File: config.mk
export PLATFORM = sky130hd
export DESIGN_NAME = rv32i_multiplier_unit
export DESIGN_NICKNAME = d
export VERILOG_FILES = /design/src/rtl/rv32i_multiplier_unit.sv
export SDC_FILE = /design/constraint.sdc
export NUM_CORES = 1
export LEC_CHECK = 0
export ABC_AREA = 1
export ABC_CLOCK_PERIOD_IN_PS = 5050
export CORE_MARGIN = 3
export CORE_UTILIZATION = 40
export DETAILED_ROUTE_END_ITERATION = 7
export PLACE_DENSITY = 0.57
export REMOVE_ABC_BUFFERS = 1
export SYNTH_ARGS = -nofsm -noshare
export SYNTH_HDL_FRONTEND = slang
export SYNTH_SLANG_ARGS = --single-unit
export TNS_END_PERCENT = 5
File: constraint.sdc
create_clock -name i_clk -period 5.05 [get_ports i_clk]
set_input_delay 0.7575 -clock i_clk [delete_from_list [all_inputs] [get_ports i_clk]]
set_output_delay 0.7575 -clock i_clk [all_outputs]
set_load 0.005 [all_outputs]
File: src/rtl/rv32i_multiplier_unit.sv
// Sequential unsigned 16x16 -> 32 shift-and-add multiplier retiring BITS_PER_CYCLE
// multiplier bits per clock, with a request/valid handshake and abort on request drop.
module rv32i_multiplier_unit #(
    parameter int BITS_PER_CYCLE = 2  // legal values: 1, 2, 4
) (
    input  logic        i_clk,
    input  logic        i_rst_n,
    input  logic        i_multiplier_en,
    input  logic [15:0] i_multiplier_operand_one,
    input  logic [15:0] i_multiplier_operand_two,
    output logic        o_multiplier_valid,
    output logic [31:0] o_multiplier_result,
    output logic        o_multiplier_busy
);

    localparam int N     = 16 / BITS_PER_CYCLE;
    localparam int CNT_W = $clog2(N);
    localparam logic [CNT_W-1:0] LAST = CNT_W'(N - 1);

    typedef enum logic [1:0] {
        S_IDLE,
        S_BUSY,
        S_DONE,
        S_WAIT_LOW
    } state_t;

    state_t           r_state,  w_state_next;
    logic [31:0]      r_mcand,  w_mcand_next;   // multiplicand, pre-shifted to the current bit position
    logic [15:0]      r_mplier, w_mplier_next;  // multiplier, consumed from the LSB end
    logic [31:0]      r_acc,    w_acc_next;
    logic [CNT_W-1:0] r_cnt,    w_cnt_next;
    logic             r_valid,  w_valid_next;
    logic [31:0]      r_result, w_result_next;
    logic [31:0]      w_partial;
    logic             w_early_out;

    always_comb begin
        w_partial = '0;
        for (int j = 0; j < BITS_PER_CYCLE; j++) begin
            if (r_mplier[j]) begin
                w_partial = w_partial + (r_mcand << j);
            end
        end
    end

    // Only the first BUSY edge sees the unshifted operands, so a zero check there is exact.
    assign w_early_out = (r_cnt == '0) && ((r_mcand == '0) || (r_mplier == '0));

    // NOTE: every output of this block gets a default first, so no path leaves a latch.
    always_comb begin
        w_state_next  = r_state;
        w_mcand_next  = r_mcand;
        w_mplier_next = r_mplier;
        w_acc_next    = r_acc;
        w_cnt_next    = r_cnt;
        w_result_next = r_result;
        w_valid_next  = 1'b0;

        unique case (r_state)
            S_IDLE: begin
                if (i_multiplier_en) begin
                    w_mcand_next  = {16'b0, i_multiplier_operand_one};
                    w_mplier_next = i_multiplier_operand_two;
                    w_acc_next    = '0;
                    w_cnt_next    = '0;
                    w_state_next  = S_BUSY;
                end
            end
            S_BUSY: begin
                // The completing edge finishes regardless of en; only earlier edges abort.
                if (w_early_out) begin
                    w_result_next = '0;
                    w_valid_next  = 1'b1;
                    w_state_next  = S_DONE;
                end else if (r_cnt == LAST) begin
                    w_result_next = r_acc + w_partial;
                    w_valid_next  = 1'b1;
                    w_state_next  = S_DONE;
                end else if (!i_multiplier_en) begin
                    w_state_next  = S_IDLE;
                end else begin
                    w_acc_next    = r_acc + w_partial;
                    w_mcand_next  = r_mcand << BITS_PER_CYCLE;
                    w_mplier_next = r_mplier >> BITS_PER_CYCLE;
                    w_cnt_next    = r_cnt + CNT_W'(1);
                end
            end
            S_DONE: begin
                w_state_next = i_multiplier_en ? S_WAIT_LOW : S_IDLE;
            end
            S_WAIT_LOW: begin
                if (!i_multiplier_en) begin
                    w_state_next = S_IDLE;
                end
            end
            default: w_state_next = S_IDLE;
        endcase
    end

    // NOTE: sequential state uses non-blocking assignments so all registers update together.
    always_ff @(posedge i_clk or negedge i_rst_n) begin
        if (!i_rst_n) begin
            r_state  <= S_IDLE;
            r_mcand  <= '0;
            r_mplier <= '0;
            r_acc    <= '0;
            r_cnt    <= '0;
            r_valid  <= 1'b0;
            r_result <= '0;
        end else begin
            r_state  <= w_state_next;
            r_mcand  <= w_mcand_next;
            r_mplier <= w_mplier_next;
            r_acc    <= w_acc_next;
            r_cnt    <= w_cnt_next;
            r_valid  <= w_valid_next;
            r_result <= w_result_next;
        end
    end

    assign o_multiplier_valid  = r_valid;
    assign o_multiplier_result = r_result;
    assign o_multiplier_busy   = (r_state == S_BUSY) || (r_state == S_DONE);

endmodule

==> impl_summary.log <==
[metrics] Skew-Pair Late Insertion Delay: 0.43 ns
[metrics] post-CTS repair timing setup buffer count: 0
[metrics] die height: 156 um
[metrics] max_cap viols: 0
[metrics] count of buffers from port buffering: 68
[metrics] leakage power: 5.30 nW
[metrics] root cell of the clock tree: clkbuf_16
[metrics] layout cell share with drive strength beyond 1: 0.0475
[metrics] Avg Cell Area, Syn: 6.94 um2
[metrics] number of enable-type register cells in the synthesized netlist: 0
[metrics] Longest Clk Path Bufs: 2
[metrics] last weighted congestion value of the routability-driven placer: 0.889
[metrics] final routed wire length divided by cell count: 15.4 um
[metrics] number of buffers created by CTS: 17
[metrics] maximum clock skew at final layout: 0.00747 ns
[metrics] routed vias/inst: 5.14
[metrics] Gates resized, CTS repair: 0
[metrics] H-tree depth: 4
[metrics] wire length of the first global-routing pass: 42,000 um
[metrics] Peak VDD IR: 0.382 mV
[metrics] crit path time final: 4.52 ns
[metrics] IO Count: 69
[metrics] cell area power density: 581 nW/um2
[metrics] Final Setup Violations: 0
[metrics] # hold bufs at CTS: 0
[metrics] reg2reg setup slack: 0.53 ns
[metrics] Worst Hold Class: in2async
[metrics] Max-Slew Margin vs Limit: 0.491
[metrics] top flip-flop cell by instance count after synthesis: dfrtp_1
[metrics] Post-synth ARST share: 1.00
[metrics] Placed Instance Area: 9870 um2
[metrics] share of the clock period used by the worst path: 0.896
[metrics] total number of yosys warnings: 0
[metrics] area of the die: 24,300 um2
[metrics] top fanout value on the critical path: 45
[metrics] Placed Cells incl. Taps: 1,616
[metrics] unrepaired setup endpoints after global routing: false
[metrics] clock transition at the registers of the reported paths: 0.06 ns
[metrics] worst reg2reg path endpoint: r_acc[30]
[metrics] largest net degree at the start of global routing: 64
[metrics] residual DRC count: 0
[metrics] growth of design area from synthesis to finish: 16.7%
[metrics] final-report max-slew violation count: 0
[metrics] TritonCTS clock tree: yes
[metrics] floorplan die width: 156 um
[metrics] cell count after synthesis: 1,295
[metrics] sinks on the clock net: 118
[metrics] core footprint: 22,000 um2
[metrics] classification of the worst setup path: reg2reg
[metrics] final-stage net count: 1,447
[metrics] critical path data required time: 5.42 ns
[metrics] setup_tns: 0 ns
[metrics] router iterations before antenna repair: 5
[metrics] CP startpoint kind: flip-flop
[metrics] antenna violations before repair: 0
[metrics] starting density of the core: 0.409
[metrics] count of nets left with antenna violations after detail routing: 0
[metrics] Detail Placement HPWL: 19,300 um
[metrics] overall power after layout: 6.09 mW
[metrics] total routing usage reported by global routing: 0.215
[metrics] post-synthesis sequential element count: 118
[metrics] share of synthesized area occupied by flip-flops and latches: 0.329
[metrics] utilization after layout: 0.477
[metrics] hold violation total from the final report: 0
[metrics] Worst Path Arrival: 4.89 ns
[metrics] worst reg2reg path startpoint: r_mplier[0]
[metrics] number of different library cells in the post-synthesis netlist: 50
[metrics] crit end category: flip-flop
[metrics] count of placed standard cells in the final layout, fillers left out: 1,647
[metrics] Worst Reg-to-Reg Cells: 21
[metrics] area of all placed cells without fillers: 10,500 um2
[metrics] transition time at the pin with the least slew margin: 0.762 ns
[metrics] Routed WL: 25,400 um
[metrics] outcome: complete, no violations
[metrics] Peak Freq: 221 MHz
[metrics] via count of the first global-routing pass: 8,272
[metrics] violation count after the first detailed-route iteration: 562
[metrics] number of antenna repair diodes: 0
[metrics] number of placement rows: 54
[metrics] synthesized area: 8980 um2
[metrics] via total after detailed routing: 8,466
[metrics] remaining global-route overflow: 0
synthesized netlist by cell type (8+ instances only):
| master | n | area, um2 |
|---|---|---|
| nand4_1 | 9 | 56.3 |
| a31oi_1 | 15 | 93.8 |
| xor2_1 | 30 | 263 |
| nor4_1 | 11 | 68.8 |
| inv_1 | 149 | 559 |
| o21bai_1 | 8 | 60.1 |
| nor3_1 | 16 | 80.1 |
| xnor2_1 | 10 | 87.6 |
| a21oi_1 | 58 | 290 |
| clkbuf_1 | 20 | 75.1 |
| o21ai_1 | 31 | 155 |
| dfrtp_1 | 118 | 2950 |
| buf_6 | 9 | 101 |
| nand2_1 | 400 | 1500 |
| mux2i_1 | 15 | 150 |
| nand3_1 | 62 | 310 |
| o21ai_0 | 131 | 656 |
| nor2_1 | 81 | 304 |
| ha_1 | 55 | 688 |
routing by layer:
layer	up-vias	wire (um)	global-route usage	part of all wire
met5	-	0	0	0
met2	178	11200	0.340	0.44
met3	27	1100	0.0280	0.044
li1	4389	-	-	-
met1	3872	12700	0.309	0.50
met4	0	386	0.0648	0.015
sequential cells by signal, indices dropped and copies added, names as in the netlist:
signal and flops:
r_state 2, r_cnt 3, r_mcand 32, o_multiplier_result 32, r_mplier 16, r_acc 32
o_multiplier_valid 1
logic make-up (layout without fill, tap and decap cells):
| logic type | count (synthesis) | in the layout | synth area share |
|---|---|---|---|
| simple gates | 596 | 596 | 0.272 |
| compound gates | 278 | 278 | 0.173 |
| buf+inv | 191 | 263 | 0.0893 |
| flops | 118 | 118 | 0.329 |
| fa+ha+maj | 57 | 57 | 0.0811 |
| xor+xnor | 40 | 40 | 0.0390 |
| mux | 15 | 15 | 0.0167 |
where the power goes:
group          total (mW)  leakage [nW]  switching [mW]  internal (mW)
registers            1.62          1.57           0.333           1.28
clock network        1.28         0.286           0.499          0.778
logic                3.19          3.44            2.04           1.15
total                6.09          5.30            2.87           3.22
metrics by stage:
| stage | hold WS (ns) | setup WS [ns] |
|---|---|---|
| floorplan | 0.448 | 0.769 |
| global placement | 0.463 | 0.564 |
| detailed placement | 0.465 | 0.547 |
| CTS | 0.426 | 0.537 |
| global route | 0.459 | 0.134 |
| finish | 0.400 | 0.526 |
final cells by class:
cell class | count | area, um2
inverter | 151 | 567
sequential | 118 | 2950
clock buffer | 17 | 425
timing repair buffer | 81 | 776
clock inverter | 14 | 179
multi-input combinational | 986 | 5230
fill | 2275 | 11500
tap | 280 | 350
cell usage in the layout, fill, tap and decap left out, drive strengths merged, types with 2 or more instances in the layout:
| cell | synthesis | layout |
|---|---|---|
| nand4 | 10 | 10 |
| o31ai | 3 | 3 |
| o211ai | 2 | 2 |
| clkdlybuf4s50 | 0 | 67 |
| nor4 | 11 | 11 |
| dfrtp | 118 | 118 |
| nand2 | 401 | 401 |
| a21oi | 59 | 59 |
| mux2i | 15 | 15 |
| clkbuf | 22 | 17 |
| clkinv | 0 | 6 |
| clkinvlp | 0 | 3 |
| inv | 151 | 153 |
| o21ai | 164 | 164 |
| a21boi | 4 | 4 |
| or2 | 9 | 9 |
| xnor2 | 10 | 10 |
| a221oi | 4 | 4 |
| a31oi | 16 | 16 |
| nand3b | 2 | 2 |
| xor2 | 30 | 30 |
| a21o | 7 | 7 |
| buf | 18 | 14 |
| nor2 | 82 | 82 |
| bufinv | 0 | 3 |
| ha | 55 | 55 |
| nand3 | 63 | 63 |
| nor3 | 16 | 16 |
| fa | 2 | 2 |
| o221ai | 2 | 2 |
| a22o | 5 | 5 |
| o21bai | 9 | 9 |
worst max-delay path, stage by stage, from the launching register on:
cell	delay, ns
dfrtp_1	0.36
buf_4	0.42
nand2_1	0.16
o21ai_1	0.38
nor2_1	0.13
inv_1	0.09
o21ai_0	0.13
o21ai_0	0.20
nand3_1	0.14
or2_2	0.29
nand3_1	0.07
o21ai_0	0.13
ha_1	0.43
nand2_1	0.10
nor2_1	0.21
inv_1	0.10
nor4_1	0.36
nand2_1	0.08
o21ai_0	0.33
xor2_1	0.21
nand2_1	0.07
nand2_1	0.07
worst max path at each step:
stage                start         to  slack, ns  cells past startpoint
4_1_cts        r_mplier[0]  r_acc[30]       0.54                     21
6_report       r_mplier[0]  r_acc[30]       0.53                     21
5_1_grt        r_mplier[0]  r_acc[30]       0.13                     21
3_5_place_dp   r_mplier[0]  r_acc[30]       0.55                     21
2_1_floorplan  r_mplier[0]  r_acc[30]       0.77                     29
3_3_place_gp   r_mplier[0]  r_acc[30]       0.56                     23
Power figures use the tool's default switching activity.
==> patch 1 (same settings) <==
Remove the register `r_valid`: a continuous assignment takes its place, so the output `o_multiplier_valid` follows one clock earlier.
--- a/src/rtl/rv32i_multiplier_unit.sv
+++ b/src/rtl/rv32i_multiplier_unit.sv
@@ -105,7 +105,6 @@
             r_mplier <= '0;
             r_acc    <= '0;
             r_cnt    <= '0;
-            r_valid  <= 1'b0;
             r_result <= '0;
         end else begin
             r_state  <= w_state_next;
@@ -113,10 +112,11 @@
             r_mplier <= w_mplier_next;
             r_acc    <= w_acc_next;
             r_cnt    <= w_cnt_next;
-            r_valid  <= w_valid_next;
             r_result <= w_result_next;
         end
     end
+
+    assign r_valid = w_valid_next;
 
     assign o_multiplier_valid  = r_valid;
     assign o_multiplier_result = r_result;
Check against the original RTL: not equivalent (Yosys sat finds a counterexample within 4 cycles, from zero or initial values and one cycle with i_rst_n low).
==> patch 1 against the unedited design <==
- total power decreased by 1.7%
- sequential share of layout area is 0.16 points lower
- cell count rose by 0.12%
- clock skew grew 0.0058 ns
- sequential cell count is 1 lower
- clock power decreased by 9%
- worst hold slack got worse by 0.0094 ns
- global-route usage hardly changed
- setup slack better by 0.081 ns
- critical endpoint is now o_multiplier_result[22]$_DFFE_PN0P_
- combinational power grew 1%
- final area decreased by 0.29%
- synthesized area down 0.28%
- routed wire length shrank 0.48%
==> patch 1: results (changes against the unedited design) <==
Run status
  • Outcome: completed

Global route
  • Pin count of the biggest net entering global routing: 54 (-16%)
  • Vias in the first global route: 8355 (+1.0%)
  • First-pass GRT wire length: 42200 um (+0.29%)
  • Met2 Track Usage GR: 34.2% (+0.27 points)
  • GR Util met1: 30.7% (-0.13 points)
  • Total global-route track usage: 21.5% (-0.024 points)
  • Met3 GRT Util: 2.66% (-0.14 points)

Layout
  • Fill cell count: 2310 (+1.5%)
  • Cell Count, Final, Fillers Out: 1649 (+0.12%)
  • Layout cell share with drive strength beyond 1: 4.89% (+0.14 points)
  • Nets: 1449 (+0.14%)

Setup path
  • Worst-path fanout max: 5 (-89%)
  • R2R cell count: 26 (+24%)
  • Crit-path leading delay family: simple AND/OR/NAND/NOR gates
  • Reg2reg end: o_multiplier_result[22]$_DFFE_PN0P_
  • CP Launch Point: r_mcand[1]$_DFFE_PN0P_
  • Flop2flop setup slack: 0.61 ns (+0.08 ns)

Yosys
  • Register area share after synthesis: 32.7% (-0.19 points)
  • Mapped Cells: 1294 (-0.077%)
  • Top post-synthesis cells by count: nand2_1, inv_1, o21ai_0
  • Asr flop ratio synth: 100% (unchanged)
  • Area contributors post-synth: dfrtp_1, nand2_1, ha_1

Route
  • Iteration-0 DRC Markers: 478 (-15%)
  • Final wirelength: 25200 um (-0.48%)
  • Met2 Wirelength: 11100 um (-0.45%)
  • DR pass1 iterations: 7 (+2)
  • Via Count: 8487 (+0.25%)
  • Met3 wire len: 921 um (-17%)

Placement
  • Placed Instance Area: 9900 sq um (+0.23%)
  • Place WS: 0.609 ns (+0.0620 ns)
  • Post-detail-place hpwl: 19600 um (+1.9%)
  • RD Place Congestion: 0.914 (+2.8%)

Timing
  • TNS Setup: 0 ns (unchanged)
  • Max_slew headroom: 51.8% (+2.6 points)
  • Period utilization: 88.0% (-1.6 points)
  • Layout Skew: 0.0132 ns (+0.00575 ns)
  • WHS: 0.391 ns (-0.00938 ns)

Power and ir drop
  • Peak supply drop: 0.437 mV (+14%)
  • Sw Ratio: 47.4% (+0.26 points)
  • Leakage: 5.28 nW (-0.39%)

Clock network
  • Bufs on Longest Clock Path: 2 (unchanged)
  • Cts repair resizes: 0 (unchanged)
-- patch 1: changes by cell type after synthesis --
cell / delta
dfrtp_1: -1
-- patch 1: power groups by stage --
stage	clock, mW	sequential [mW]	combinational, mW
floorplan	0	1.58	2.21
global route	1.22	1.66	3.70
global placement	0	1.61	3.21
finish	1.16	1.60	3.23
detailed placement	0	1.61	3.24
CTS	1.18	1.60	3.25
-- patch 1: cell families after synthesis --
logic type	after synthesis	synth area share, %
buffers and inverters	191	8.96
muxes	15	1.68
xor gates and xnor gates	40	3.91
and+or+nand+nor	596	27.2
DFF	117	32.7
adders and majority gates	57	8.13
AOI/OAI and AO/OA	278	17.4
-- patch 1: final cells by class --
cell class | count | area [sq um] | area share, %
clock inverter | 12 | 109 | 1.04
timing repair buffer | 84 | 823 | 7.88
sequential | 117 | 2930 | 28.0
tap | 280 | 350 | 3.35
multi-input combinational | 986 | 5230 | 50.0
inverter | 151 | 567 | 5.42
clock buffer | 19 | 443 | 4.24
==> patch 2 (same settings) <==
Without the edit above. The 4 states of `state_t` get a Gray code encoding in 2 bits.
--- a/src/rtl/rv32i_multiplier_unit.sv
+++ b/src/rtl/rv32i_multiplier_unit.sv
@@ -18,10 +18,10 @@
     localparam logic [CNT_W-1:0] LAST = CNT_W'(N - 1);
 
     typedef enum logic [1:0] {
-        S_IDLE,
-        S_BUSY,
-        S_DONE,
-        S_WAIT_LOW
+        S_IDLE     = 2'b00,
+        S_BUSY     = 2'b01,
+        S_DONE     = 2'b11,
+        S_WAIT_LOW = 2'b10
     } state_t;
 
     state_t           r_state,  w_state_next;
Check against the original RTL: no difference found for any inputs over 4 cycles, from zero or initial values and one cycle with i_rst_n low; so few cycles prove little.
==> patch 2 against the unedited design <==
- routed wire length grew 0.52%
- final area shrank 0.70%
- sequential cell count is the same
- synthesized cell count shrank 2.1%
- setup slack gained 0.099 ns
- clock skew grew 0.0038 ns
- synthesized area shrank 0.54%
- sequential share of layout area grew 0.21 points
- highest routed layer unchanged
Power is not compared: it rests on default switching activity, and its combinational part moved more than twofold at a synthesized area within 25%.
==> patch 2: results (changes against the unedited design) <==
Layout
  • Nets: 1413 (-2.3%)
  • Layout cell share with drive strength beyond 1: 7.19% (+2.4 points)
  • Fill cell count: 2277 (+0.088%)

Setup path
  • R2R cell count: 25 (+19%)
  • Slowest CP cell: dfrtp_2
  • CP Launch Point: r_mplier[0]$_DFFE_PN0P_
  • CP max stage delay: 0.49 ns (+0.06 ns)
  • Crit path capture: r_acc[30]$_DFFE_PN0P_
  • CP arrival: 4.78 ns (-0.11 ns)
  • Flop2flop setup slack: 0.63 ns (+0.10 ns)
  • Worst-path fanout max: 11 (-76%)

Global route
  • Vias in the first global route: 7947 (-3.9%)
  • First-pass GRT wire length: 41800 um (-0.56%)
  • Met3 GRT Util: 2.45% (-0.35 points)
  • GR Util met1: 31.5% (+0.63 points)
  • Met2 Track Usage GR: 33.9% (-0.062 points)
  • Pin count of the biggest net entering global routing: 68 (+6.3%)
  • Total global-route track usage: 21.4% (-0.075 points)

Route
  • DR pass1 iterations: 6 (+1)
  • Top sig layer: met4
  • Met2 Wirelength: 11400 um (+1.7%)
  • Avg WL per Cell: 15.8 um (+2.5%)
  • Via Count: 8407 (-0.70%)
  • Wl on met1: 12900 um (+1.9%)
  • Met3 wire len: 805 um (-27%)
  • Iteration-0 DRC Markers: 525 (-6.6%)
  • Vias per cell: 5.20 (+1.2%)

Run status
  • Outcome: completed

Yosys
  • XOR/XNOR share of the synthesized area: 4.12% (+0.22 points)
  • Mux cell area share after synthesis: 1.68% (+0.0091 points)
  • Compound-cell area share of the yosys netlist: 16.8% (-0.54 points)
  • Ys Warns: 0 (unchanged)
  • Mapped Cells: 1268 (-2.1%)
  • Unique masters post-synth: 48 (-4.0%)
  • Main synth FF type: dfrtp_1
  • Top post-synthesis cells by count: nand2_1, dfrtp_1, inv_1
  • Area contributors post-synth: dfrtp_1, nand2_1, ha_1
  • Adder and majority cell fraction of the synthesized area: 7.73% (-0.38 points)
  • Register area share after synthesis: 33.1% (+0.18 points)

Placement
  • Cells after DPL: 1585 (-1.9%)
  • Post-detail-place hpwl: 19200 um (-0.24%)
  • RD Place Congestion: 0.927 (+4.2%)

Timing
  • Max-slew violations: 0 (unchanged)
  • Max_slew headroom: 40.6% (-8.5 points)
  • Layout Skew: 0.0112 ns (+0.00378 ns)

Power and ir drop
  • Peak supply drop: 0.204 mV
  • Reg power frac: 33.1%
  • Leakage: 5.18 nW

Flow run
  • MaxCap Viol Count: 0 (unchanged)

Clock network
  • H-tree lvl count: 4 (unchanged)
patch 2: cell count changes in the layout (fill, tap and decap cells not counted), sizes merged, moves of 5 or more:
cell   unedited run  this run
inv             153       128
a22o              5         0
nand2           401       419
nor3             16        10
nor2             82        65
nor4             11        17
patch 2: through the flow:
step                hold slack, ns  cell area (sq um)  setup slack [ns]
floorplan                    0.455               8670             0.658
global placement             0.463               9820             0.594
detailed placement           0.465               9820             0.563
CTS                          0.428              10400             0.532
global route                 0.457              10400             0.115
finish                       0.400              10400             0.626
patch 2: area by class of cell:
type	count	area (sq um)	share of cell area (%)
timing repair buffer	79	786	7.55
sequential	118	2950	28.4
inverter	126	473	4.55
clock inverter	13	148	1.42
tap	280	350	3.37
clock buffer	18	439	4.22
multi-input combinational	982	5260	50.5
patch 2: repair_timing:
action                                  in CTS  in global routing
gates resized for setup                      0                  1
endpoints found under the hold margin        0                  0
endpoints found under the setup margin       0                  2
hold buffers                                 0                  0
